File: src/rtl/ap_ctrl_pkg.sv
// ap_ctrl_pkg
// Shared types for the ap_ctrl_hs initiator: FSM state encoding, the
// per-transaction status record and a helper that yields the all-ones
// (saturation) value for a given counter width.
package ap_ctrl_pkg;

    // Widths of the stored status record. The driver's CNT_W / IDX_W
    // parameters must not exceed these.
    localparam int REC_IDX_W = 16;
    localparam int REC_CNT_W = 32;

    typedef enum logic [2:0] {
        S_IDLE,
        S_START,
        S_WAIT_DONE,
        S_REPORT,
        S_DONE
    } state_t;

    typedef struct packed {
        logic [REC_IDX_W-1:0] idx;
        logic [REC_CNT_W-1:0] ii;
        logic [REC_CNT_W-1:0] latency;
        logic                 timeout;
    } rec_t;

    // All-ones value of a width-bit counter, as a 64-bit constant.
    function automatic logic [63:0] sat_max(input int unsigned width);
        if (width >= 64)
            return '1;
        return (64'd1 << width) - 64'd1;
    endfunction

endpackage

File: src/rtl/ap_ctrl_driver_if.sv
// ap_ctrl_driver_if
// Kernel handshake (ap_ctrl_hs) plus the status-record channel.
//   master : the driver  - drives ap_start/ap_continue and the record
//   slave  : kernel/sink - drives ap_ready/ap_done and rec_ready
interface ap_ctrl_driver_if
    import ap_ctrl_pkg::*;
#(
    parameter int CNT_W = REC_CNT_W,
    parameter int IDX_W = REC_IDX_W
);
    logic             ap_start;
    logic             ap_continue;
    logic             ap_ready;
    logic             ap_done;
    logic             rec_valid;
    logic             rec_ready;
    logic [IDX_W-1:0] rec_idx;
    logic [CNT_W-1:0] rec_ii;
    logic [CNT_W-1:0] rec_latency;
    logic             rec_timeout;

    modport master (
        output ap_start, ap_continue, rec_valid, rec_idx, rec_ii, rec_latency, rec_timeout,
        input  ap_ready, ap_done, rec_ready
    );

    modport slave (
        input  ap_start, ap_continue, rec_valid, rec_idx, rec_ii, rec_latency, rec_timeout,
        output ap_ready, ap_done, rec_ready
    );
endinterface

File: src/rtl/ap_ctrl_driver_sat_counter.sv
// sat_counter
// Up-counter with synchronous clear and enable that sticks at all-ones.
// Ports: clock, reset (async, active-low), clr, en, count[W-1:0].
module sat_counter
    import ap_ctrl_pkg::*;
#(
    parameter int W = 32
) (
    input  logic         clock,
    input  logic         reset,
    input  logic         clr,
    input  logic         en,
    output logic [W-1:0] count
);
    localparam logic [W-1:0] MAX = W'(sat_max(W));

    always_ff @(posedge clock or negedge reset) begin
        if (!reset)
            count <= '0;
        else if (clr)
            count <= '0;
        else if (en && (count != MAX))
            count <= count + W'(1);
    end
endmodule

File: src/rtl/ap_ctrl_driver.sv
// ap_ctrl_driver
// Initiator for the ap_ctrl_hs block-level handshake. Runs cfg_num_txn
// non-overlapped kernel transactions and emits one status record each
// (start-to-ready and start-to-done cycle counts).
// Ports: clock, reset (async, active-low); cfg_start/cfg_num_txn/cfg_abort
// run control; bus (kernel handshake + record channel, master side);
// busy/finish/err_timeout status.
//
// state     | meaning
// ----------+-------------------------------------------------------------
// IDLE      | after reset, waiting for cfg_start
// START     | ap_start high, waiting for ap_ready
// WAIT_DONE | inputs accepted, waiting for ap_done
// REPORT    | record valid, waiting for rec_ready
// DONE      | run finished or aborted, finish high until next cfg_start
module ap_ctrl_driver
    import ap_ctrl_pkg::*;
#(
    parameter int          CNT_W   = REC_CNT_W,
    parameter int          IDX_W   = REC_IDX_W,
    parameter int unsigned TIMEOUT = 1000000
) (
    input  logic               clock,
    input  logic               reset,
    input  logic               cfg_start,
    input  logic [IDX_W-1:0]   cfg_num_txn,
    input  logic               cfg_abort,
    ap_ctrl_driver_if.master   bus,
    output logic               busy,
    output logic               finish,
    output logic               err_timeout
);
    // Fields the transaction never reached read as CNT_W all-ones.
    localparam logic [REC_CNT_W-1:0] UNREACHED = REC_CNT_W'(sat_max(CNT_W));

    state_t                 state;
    rec_t                   rec_r;
    logic [IDX_W-1:0]       num_txn;
    logic                   ap_start_r;
    logic                   rec_valid_r;
    logic [CNT_W-1:0]       cnt;
    logic [REC_CNT_W-1:0]   cnt_rec;
    logic                   cnt_run;
    logic                   timeout_hit;
    logic [IDX_W-1:0]       idx_next;

    // Counter is held at zero outside START/WAIT_DONE, so it reads 0 in the
    // first ap_start cycle and k in cycle k.
    assign cnt_run = (state == S_START) || (state == S_WAIT_DONE);

    sat_counter #(.W(CNT_W)) u_cycle_cnt (
        .clock (clock),
        .reset (reset),
        .clr   (!cnt_run),
        .en    (cnt_run),
        .count (cnt)
    );

    assign cnt_rec     = REC_CNT_W'(cnt);
    // >= rather than == so a timeout is not skipped when ap_ready lands on
    // the TIMEOUT cycle and the FSM moves on to WAIT_DONE.
    assign timeout_hit = (TIMEOUT != 0) && (cnt >= CNT_W'(TIMEOUT));
    assign idx_next    = IDX_W'(rec_r.idx) + IDX_W'(1);

    assign bus.ap_start    = ap_start_r;
    assign bus.rec_valid   = rec_valid_r;
    assign bus.rec_idx     = IDX_W'(rec_r.idx);
    assign bus.rec_ii      = CNT_W'(rec_r.ii);
    assign bus.rec_latency = CNT_W'(rec_r.latency);
    assign bus.rec_timeout = rec_r.timeout;
    // A timed-out kernel never raised ap_done, so it must not be acknowledged.
    assign bus.ap_continue = (state == S_REPORT) && !rec_r.timeout && bus.rec_ready;

    always_ff @(posedge clock or negedge reset) begin
        if (!reset) begin
            state       <= S_IDLE;
            num_txn     <= '0;
            rec_r       <= '0;
            ap_start_r  <= 1'b0;
            rec_valid_r <= 1'b0;
            busy        <= 1'b0;
            finish      <= 1'b0;
            err_timeout <= 1'b0;
        end else if (cfg_abort && (state inside {S_START, S_WAIT_DONE, S_REPORT})) begin
            // Abort beats a same-cycle record accept; the pending record is dropped.
            state       <= S_DONE;
            ap_start_r  <= 1'b0;
            rec_valid_r <= 1'b0;
            busy        <= 1'b0;
            finish      <= 1'b1;
        end else begin
            unique case (state)
                S_IDLE, S_DONE: begin
                    if (cfg_start) begin
                        num_txn     <= cfg_num_txn;
                        err_timeout <= 1'b0;
                        rec_r       <= '{idx: '0, ii: UNREACHED, latency: UNREACHED, timeout: 1'b0};
                        if (cfg_num_txn == '0) begin
                            state  <= S_DONE;
                            finish <= 1'b1;
                        end else begin
                            state      <= S_START;
                            ap_start_r <= 1'b1;
                            busy       <= 1'b1;
                            finish     <= 1'b0;
                        end
                    end
                end
                S_START: begin
                    if (bus.ap_ready) begin
                        rec_r.ii   <= cnt_rec;
                        ap_start_r <= 1'b0;
                        if (bus.ap_done) begin
                            rec_r.latency <= cnt_rec;
                            rec_valid_r   <= 1'b1;
                            state         <= S_REPORT;
                        end else begin
                            state <= S_WAIT_DONE;
                        end
                    end else if (timeout_hit) begin
                        ap_start_r    <= 1'b0;
                        rec_r.timeout <= 1'b1;
                        err_timeout   <= 1'b1;
                        rec_valid_r   <= 1'b1;
                        state         <= S_REPORT;
                    end
                end
                S_WAIT_DONE: begin
                    if (bus.ap_done) begin
                        rec_r.latency <= cnt_rec;
                        rec_valid_r   <= 1'b1;
                        state         <= S_REPORT;
                    end else if (timeout_hit) begin
                        rec_r.timeout <= 1'b1;
                        err_timeout   <= 1'b1;
                        rec_valid_r   <= 1'b1;
                        state         <= S_REPORT;
                    end
                end
                S_REPORT: begin
                    if (bus.rec_ready) begin
                        rec_valid_r <= 1'b0;
                        if (rec_r.timeout || (idx_next == num_txn)) begin
                            state  <= S_DONE;
                            busy   <= 1'b0;
                            finish <= 1'b1;
                        end else begin
                            state      <= S_START;
                            ap_start_r <= 1'b1;
                            rec_r      <= '{idx: REC_IDX_W'(idx_next), ii: UNREACHED,
                                            latency: UNREACHED, timeout: 1'b0};
                        end
                    end
                end
                default: state <= S_IDLE;
            endcase
        end
    end
endmodule

File: src/flat_wrapper.sv
// flat-port wrapper written by rule: the top's interface ports become plain ports
module ap_ctrl_driver_flat import ap_ctrl_pkg::*;
#(
    parameter int          CNT_W   = REC_CNT_W,
    parameter int          IDX_W   = REC_IDX_W,
    parameter int unsigned TIMEOUT = 1000000
)
  (clock, reset, cfg_start, cfg_num_txn, cfg_abort, busy, finish, err_timeout, bus_ap_start, bus_ap_continue, bus_rec_valid, bus_rec_idx, bus_rec_ii, bus_rec_latency, bus_rec_timeout, bus_ap_ready, bus_ap_done, bus_rec_ready);
  ap_ctrl_driver_if #(.CNT_W(CNT_W), .IDX_W(IDX_W)) bus_i ();
  input  logic clock;
  input  logic reset;
  input  logic cfg_start;
  input  logic [IDX_W-1:0] cfg_num_txn;
  input  logic cfg_abort;
  output logic busy;
  output logic finish;
  output logic err_timeout;
  output wire logic [$bits(bus_i.ap_start)-1:0] bus_ap_start;
  output wire logic [$bits(bus_i.ap_continue)-1:0] bus_ap_continue;
  output wire logic [$bits(bus_i.rec_valid)-1:0] bus_rec_valid;
  output wire logic [$bits(bus_i.rec_idx)-1:0] bus_rec_idx;
  output wire logic [$bits(bus_i.rec_ii)-1:0] bus_rec_ii;
  output wire logic [$bits(bus_i.rec_latency)-1:0] bus_rec_latency;
  output wire logic [$bits(bus_i.rec_timeout)-1:0] bus_rec_timeout;
  input wire logic [$bits(bus_i.ap_ready)-1:0] bus_ap_ready;
  input wire logic [$bits(bus_i.ap_done)-1:0] bus_ap_done;
  input wire logic [$bits(bus_i.rec_ready)-1:0] bus_rec_ready;
  assign bus_ap_start = bus_i.ap_start;
  assign bus_ap_continue = bus_i.ap_continue;
  assign bus_rec_valid = bus_i.rec_valid;
  assign bus_rec_idx = bus_i.rec_idx;
  assign bus_rec_ii = bus_i.rec_ii;
  assign bus_rec_latency = bus_i.rec_latency;
  assign bus_rec_timeout = bus_i.rec_timeout;
  assign bus_i.ap_ready = bus_ap_ready;
  assign bus_i.ap_done = bus_ap_done;
  assign bus_i.rec_ready = bus_rec_ready;
  ap_ctrl_driver #(.CNT_W(CNT_W), .IDX_W(IDX_W), .TIMEOUT(TIMEOUT)) u_core (.clock(clock), .reset(reset), .cfg_start(cfg_start), .cfg_num_txn(cfg_num_txn), .cfg_abort(cfg_abort), .bus(bus_i), .busy(busy), .finish(finish), .err_timeout(err_timeout));
endmodule
File: config.mk
export PLATFORM = sky130hd
export DESIGN_NAME = ap_ctrl_driver_flat
export DESIGN_NICKNAME = d
export VERILOG_FILES = /design/src/rtl/ap_ctrl_pkg.sv /design/src/rtl/ap_ctrl_driver_if.sv /design/src/rtl/ap_ctrl_driver_sat_counter.sv /design/src/rtl/ap_ctrl_driver.sv /design/src/flat_wrapper.sv
export SDC_FILE = /design/constraint.sdc
export NUM_CORES = 1
export LEC_CHECK = 0
export CAP_MARGIN = 20
export CORE_MARGIN = 5
export CORE_UTILIZATION = 55
export CTS_BUF_LIST = sky130_fd_sc_hd__clkbuf_4 sky130_fd_sc_hd__clkbuf_8
export DETAILED_ROUTE_END_ITERATION = 8
export PLACE_DENSITY = 0.82
export SETUP_SLACK_MARGIN = 0.15
export SLEW_MARGIN = 10
export SYNTH_ARGS = -nofsm -noshare
export SYNTH_HDL_FRONTEND = slang
export SYNTH_SLANG_ARGS = --single-unit
File: constraint.sdc
create_clock -name clock -period 3.2 [get_ports clock]
set_input_delay 0.32 -clock clock [delete_from_list [all_inputs] [get_ports clock]]
set_output_delay 0.32 -clock clock [all_outputs]
set_load 0.02 [all_outputs]
==> results of run 1 <==
==> power groups by stage <==
stage,logic (mW),clock network [mW],registers [mW]
detailed placement,3.23,0,2.57
global placement,3.15,0,2.55
floorplan,1.71,0,2.81
global route,3.51,1.65,2.59
finish,3.26,1.55,2.55
CTS,3.27,1.57,2.54
==> registers in the layout, indices dropped and copies added (netlist names) <==
register,count
u_core.bus.ap_start,1
u_core.bus.rec_idx,16
u_core.bus.rec_ii,32
u_core.bus.rec_latency,32
u_core.bus.rec_timeout,1
u_core.bus.rec_valid,1
u_core.busy,1
u_core.err_timeout,1
u_core.finish,1
u_core.num_txn,16
u_core.state,3
u_core.u_cycle_cnt.count,32
==> layout by cell type (no fill, tap or decap), types with 18 or more instances in the layout <==
master | Yosys | final
sky130_fd_sc_hd__nand2_1 | 81 | 81
sky130_fd_sc_hd__xnor2_1 | 23 | 23
sky130_fd_sc_hd__o21ai_0 | 23 | 23
sky130_fd_sc_hd__nand3_1 | 29 | 29
sky130_fd_sc_hd__nor2_1 | 46 | 45
sky130_fd_sc_hd__a21oi_1 | 27 | 27
sky130_fd_sc_hd__dfrtp_1 | 137 | 135
sky130_fd_sc_hd__clkdlybuf4s50_1 | 0 | 108
sky130_fd_sc_hd__clkbuf_8 | 0 | 18
sky130_fd_sc_hd__o22a_1 | 66 | 66
==> per-layer routing <==
metal	part of all wire (%)	wire length [um]	GRT usage, %
met5	0	0	0
met2	49	8890	40.1
met4	0.85	153	6.66
met3	6.4	1150	6.13
met1	43	7780	35.0
==> worst register-to-register path, cell delays in order, from the launching register on <==
cell and delay [ns]:
sky130_fd_sc_hd__dfrtp_2 0.42, sky130_fd_sc_hd__nand4_1 0.12, sky130_fd_sc_hd__or4_4 0.56, sky130_fd_sc_hd__xnor2_2 0.14
sky130_fd_sc_hd__a2111o_1 0.45, sky130_fd_sc_hd__nor4_4 0.33, sky130_fd_sc_hd__o31a_1 0.33, sky130_fd_sc_hd__a211oi_4 0.07
sky130_fd_sc_hd__buf_12 0.20, sky130_fd_sc_hd__o22a_1 0.21
==> cells in the mapped netlist, types with 16 or more instances <==
cell type,n,area share (%)
sky130_fd_sc_hd__nor2_1,46,2.6
sky130_fd_sc_hd__o21ai_0,23,1.7
sky130_fd_sc_hd__nand3_1,29,2.2
sky130_fd_sc_hd__o22a_1,66,8.6
sky130_fd_sc_hd__xnor2_1,23,3.0
sky130_fd_sc_hd__xor2_1,16,2.1
sky130_fd_sc_hd__nand2_1,81,4.5
sky130_fd_sc_hd__nor3_1,18,1.3
sky130_fd_sc_hd__clkbuf_1,31,1.7
sky130_fd_sc_hd__a21oi_1,27,2.0
sky130_fd_sc_hd__dfrtp_1,137,51
sky130_fd_sc_hd__or3_1,17,1.6
==> area by class of cell <==
| type | instances | area [um^2] | area share (%) |
|---|---|---|---|
| multi-input combinational | 477 | 3050 | 36.0 |
| clock buffer | 18 | 248 | 2.93 |
| sequential | 137 | 3430 | 40.5 |
| clock inverter | 14 | 183 | 2.16 |
| tap | 147 | 184 | 2.17 |
| inverter | 16 | 60.1 | 0.710 |
| timing repair buffer | 131 | 1310 | 15.5 |
==> cell families (layout without fill, tap and decap cells) <==
kind of cell | after synthesis | count (layout) | share of synthesized area, %
XOR/XNOR | 40 | 40 | 5.33
buffers and inverters | 66 | 179 | 4.27
multiplexers | 1 | 1 | 0.168
AND/OR/NAND/NOR | 274 | 274 | 21.1
flip-flops | 137 | 137 | 51.1
adder cells (fa/ha/maj) | 3 | 3 | 0.559
AO/OA/AOI/OAI | 159 | 159 | 17.5
==> stage by stage <==
stage | worst slack (ns) | cells | hold WS, ns
2_1_floorplan | 0.156 | 680 | 0.0244
5_1_grt | 0.153 | 940 | 0.416
6_report | 0.260 | 940 | 0.434
4_1_cts | 0.177 | 940 | 0.403
3_5_place_dp | 0.123 | 907 | 0.409
3_3_place_gp | 0.187 | 907 | 0.391
==> what timing repair did <==
item	in CTS	in global routing
hold buffers	1	0
resized for setup	2	4
gates cloned	0	0
setup endpoints to repair	69	74
pin swaps	0	2
hold endpoints to repair	77	0
==> how the worst max path moves through the flow <==
stage,start,to,slack [ns],cells past startpoint
after global routing,u_core.bus.rec_idx[1],u_core.bus.rec_latency[0],0.15,10
after CTS,u_core.bus.rec_idx[1],u_core.bus.rec_latency[6],0.18,9
after detailed placement,u_core.bus.rec_idx[1],u_core.bus.rec_latency[6],0.12,10
after floorplan,u_core.bus.rec_idx[2],u_core.bus.rec_idx[15],0.16,11
final,u_core.bus.rec_idx[1],u_core.bus.rec_ii[3],0.26,9
after global placement,u_core.bus.rec_idx[1],u_core.bus.rec_idx[3],0.19,10
==> out/qor.txt, run 1 <==
CTS clk-pin slew, worst paths: 0.08 ns
Detailed-routing iteration count for the pre-antenna-repair pass: 5
Highest attainable clock frequency: 340 MHz
Clock period minus final worst setup slack: 2.94 ns
X dimension of the die: 120 um
CP Data Required Time: 3.53 ns
Clock latency of the later-clocked register in the worst-skew pair: 0.45 ns
Relative slew slack: 45.1%
CTS tree: done
Count of final hold-check violations: 0
Reg2reg path depth: 9
Type of the tightest min-delay check: in2reg
Port-buffer cells: 109
Post-Syn Area: 0.00671 mm^2
Cell variety after synth: 65
Setup Viol. Count Final: 0
Detailed Place HPWL: 12,300 um
Result of the run: finished clean
Inserted Clock Buffers: 17
Static leakage power: 3.36 nW
Arrival time at the worst endpoint: 3.27 ns
Power density over the cells: 870 mW/mm^2
CP top delay family: compound AO/OA/AOI/OAI gates
Type of the setup path with the least slack: reg2reg
Antenna cells: 0
Ordered cell list for the critical path: nand4_1, or4_4, xnor2_2, a2111o_1, nor4_4, o31a_1, a211oi_4, buf_12, o22a_1
Area delta synth->final: 26.1%
Count of standard-cell rows: 40
Via count of the first global-routing pass: 5,497
Post-synthesis instance total: 680
Cell-internal power: 4.46 mW
Post-DR vias/cell: 6.11
Clk sink count: 137
Transition time of the tightest slew-check pin: 0.822 ns
Average wire length per cell after detail routing: 19.1 um
Highest ir drop seen on vdd: 703 uV
Register share of total power: 34.6%
Total non-filler cell area in the finished layout: 0.00846 mm^2
Initial core utilization: 55.9%
Total Wirelength: 18,000 um
Placer Congestion: 0.870
Number of cells on the worst hold path: 3
Number of nets in the layout: 806
Startpoint of the worst-slack reg-to-reg timing path: u_core.bus.rec_idx[1]
Clock Power Share: 21.1%
Largest buffer count on any clock path: 2
Setup crit end kind: flip-flop
Number of top-level pins: 110
Endpoint of the worst hold path: u_core.num_txn[15]
Fraction of power spent switching nets: 39.4%
Worst path max stage delay: 0.56 ns
Post-synth EDFFs: 0
Total DRC errors in the routed layout: 0
Die Y-Extent: 120 um
Async set-reset flop share out of synthesis: 100%
Total GRT Usage: 25.2%
1st-iter DRT viols: 507
NetSw: 2.90 mW
Initial antenna violation count: 0
Area inside the core boundary: 0.0120 mm^2
Overflow after GRT: 0
Total Power: 7.36 mW
Count of state elements after synthesis: 137
Pin count of the biggest net entering global routing: 79
Max_cap viols: 0
Die ar.: 0.0145 mm^2
Placed instance area: 0.00799 mm^2
Buffers plus inverters on the worst setup path: 1
Combinational share of power: 44.3%
Setup repair after global routing missed its margin: no
Slew Limit Fails: 0
Antenna-violating nets left: 0
Finished Core Util: 70.4%
Post-synthesis area per instance: 9.87 um^2
Startpoint type of the worst setup path: flip-flop
CP Max Fanout: 32
Top flip-flop cell by instance count after synthesis: sky130_fd_sc_hd__dfrtp_1
Synth Warn #: 0
Share of layout cells above drive strength 1: 9.58%
First-pass GRT wire length: 29,100 um
Net count after synthesis: 706
Reg-to-reg slack, setup: 0.26 ns
Maximum clock skew at final layout: 0.0144 ns
Clock H-tree levels: 4
Final total negative setup slack: 0 ns
Cell with the biggest individual delay on the critical path: sky130_fd_sc_hd__or4_4
Post-CTS Setup Inserts: 0
Startpoint of the most critical hold path: cfg_num_txn[15]
Endpoint of the lowest-slack register-to-register path: u_core.bus.rec_ii[3]
Period Utilization, post-route: 91.9%
Filler cells: 908
Cell at the root of the clock tree: sky130_fd_sc_hd__clkbuf_8
Number of vias after detailed routing: 5,740
Sequential share of the synthesized area: 51.1%
(Power assumes the default switching activity.)
==> inputs of run 2 (changes only) <==
CORE_UTILIZATION = 54   (was 55)
CTS_BUF_LIST = sky130_fd_sc_hd__clkbuf_8 sky130_fd_sc_hd__clkbuf_16   (was sky130_fd_sc_hd__clkbuf_4 sky130_fd_sc_hd__clkbuf_8)
CTS_CLUSTER_DIAMETER = 120   (was not set)
PLACE_DENSITY = 0.81   (was 0.82)
RECOVER_POWER = 25   (was not set)
==> out/qor.txt, run 2 (synthesis gave the netlist of run 1 again) <==
Result of the run: complete, but fails checks
Violations in the final reports: max-capacitance violations, max-slew violations
Type of the setup path with the least slack: reg2reg
Slew Limit Fails: 89
Pin count of the biggest net entering global routing: 90
Power density over the cells: 908 mW/mm^2
Setup crit end kind: flip-flop
Antenna-violating nets left: 0
1st-iter DRT viols: 623
Most common cell after layout, fill and taps aside: sky130_fd_sc_hd__dfrtp_1
Largest buffer count on any clock path: 2
Setup repair after global routing missed its margin: no
X dimension of the die: 121 um
Port-buffer cells: 109
Cell at the root of the clock tree: sky130_fd_sc_hd__clkbuf_16
Cell with the biggest individual delay on the critical path: sky130_fd_sc_hd__or4_4
Placer Congestion: 0.943
Finished Core Util: 71.3%
Count of standard-cell rows: 40
Startpoint type of the worst setup path: flip-flop
Initial antenna violation count: 0
Arrival time at the worst endpoint: 3.21 ns
Setup Viol. Count Final: 0
Share of layout cells above drive strength 1: 9.36%
CP Max Fanout: 32
Inserted Clock Buffers: 17
Die ar.: 0.0148 mm^2
Total Power: 7.84 mW
Total GRT Usage: 25.3%
Type of the tightest min-delay check: in2reg
CP Data Required Time: 3.50 ns
Initial core utilization: 55.4%
Via count of the first global-routing pass: 5,742
Detailed-routing iteration count for the pre-antenna-repair pass: 7
Total DRC errors in the routed layout: 0
Area delta synth->final: 28.6%
CTS tree: done
Highest ir drop seen on vdd: 664 uV
Detailed Place HPWL: 12,300 um
Post-DR vias/cell: 6.05
Area inside the core boundary: 0.0121 mm^2
Placed instance area: 0.00801 mm^2
Total Wirelength: 18,300 um
Antenna cells: 0
Count of final hold-check violations: 0
CTS clk-pin slew, worst paths: 0.06 ns
Period Utilization, post-route: 91.0%
Reg-to-reg slack, setup: 0.29 ns
Number of top-level pins: 110
Average wire length per cell after detail routing: 19.0 um
Worst path max stage delay: 0.57 ns
Total non-filler cell area in the finished layout: 0.00863 mm^2
Clock latency of the later-clocked register in the worst-skew pair: 0.43 ns
Clock H-tree levels: 4
Commonest cells after routing, fill and taps aside: sky130_fd_sc_hd__dfrtp_1 (132), sky130_fd_sc_hd__clkdlybuf4s50_1 (108), sky130_fd_sc_hd__nand2_1 (81)
Number of nets in the layout: 806
Final total negative setup slack: 0 ns
Number of vias after detailed routing: 5,801
Highest attainable clock frequency: 343 MHz
Max_cap viols: 1
Overflow after GRT: 0
Static leakage power: 3.41 nW
Clk sink count: 137
First-pass GRT wire length: 29,300 um
Relative slew slack: -50.1%
Maximum clock skew at final layout: 0.00860 ns
Clock period minus final worst setup slack: 2.91 ns
Transition time of the tightest slew-check pin: 2.25 ns
Die Y-Extent: 121 um
Ordered cell list for the critical path: nand4_1, or4_4, xnor2_2, a2111o_1, nor4_4, o31a_1, a211oi_4, buf_12, o22a_1
## run 2: area by class of cell
cell class              instances  area (um^2)
clock buffers                  18          439
clock inverters                12          154
fillers                       895         3480
inverters                      16         60.1
multi-input cells             477         3030
flip-flops and latches        137         3430
well taps                     168          210
repair buffers                131         1300
## run 2: stage by stage
stage	hold slack (ns)	cells	setup slack [ns]
2_1_floorplan	0.0244	680	0.156
3_3_place_gp	0.433	927	0.250
3_5_place_dp	0.451	927	0.159
4_1_cts	0.446	958	0.177
5_1_grt	0.466	959	0.0860
6_report	0.465	959	0.288
## run 2: worst max-delay path, delay by kind of cell, from the launching register on
family / cells / cell delay (ns)
AO/OA/AOI/OAI: 4 / 1.02
XOR/XNOR: 1 / 0.15
buffers and inverters: 1 / 0.20
flip-flops: 1 / 0.41
AND/OR/NAND/NOR: 3 / 1.02
## run 2: where the power goes
group	switching (mW)	internal, mW	total, mW	leakage [nW]
registers	0.400	2.18	2.58	1.60
logic	1.80	1.48	3.29	1.53
clock network	0.741	1.23	1.97	0.283
total	2.94	4.90	7.84	3.41
## run 2: path summary, 6_finish.rpt
check	start	end	cells after the start
setup / recovery	u_core.bus.rec_idx[1]	u_core.bus.rec_ii[18]	9
hold / removal	cfg_num_txn[5]	u_core.num_txn[5]	3
setup reg to reg	u_core.bus.rec_idx[1]	u_core.bus.rec_ii[18]	9
hold reg to reg	u_core.bus.rec_ii[27]	u_core.bus.rec_ii[27]	1
max in group asynchronous	reset	u_core.bus.rec_idx[1]	2
min in group asynchronous	reset	u_core.bus.ap_start	2
## run 2: per-layer routing
layer / part of all wire (%) / global-route usage (%) / vias to the layer above
met2: 50 / 42.1 / 212
met4: 1.8 / 8.82 / 0
met3: 6.0 / 7.37 / 31
met5: 0 / 0 / -
li1: - / - / 2648
met1: 42 / 31.4 / 2910
## run 2: what timing repair did
action | in CTS | in global routing
endpoints found under the hold margin | 7 | 0
setup endpoints to repair | 12 | 74
resized for setup | 1 | 5
buffers inserted | 0 | 1
hold buffers | 1 | 0
pin swaps | 0 | 2
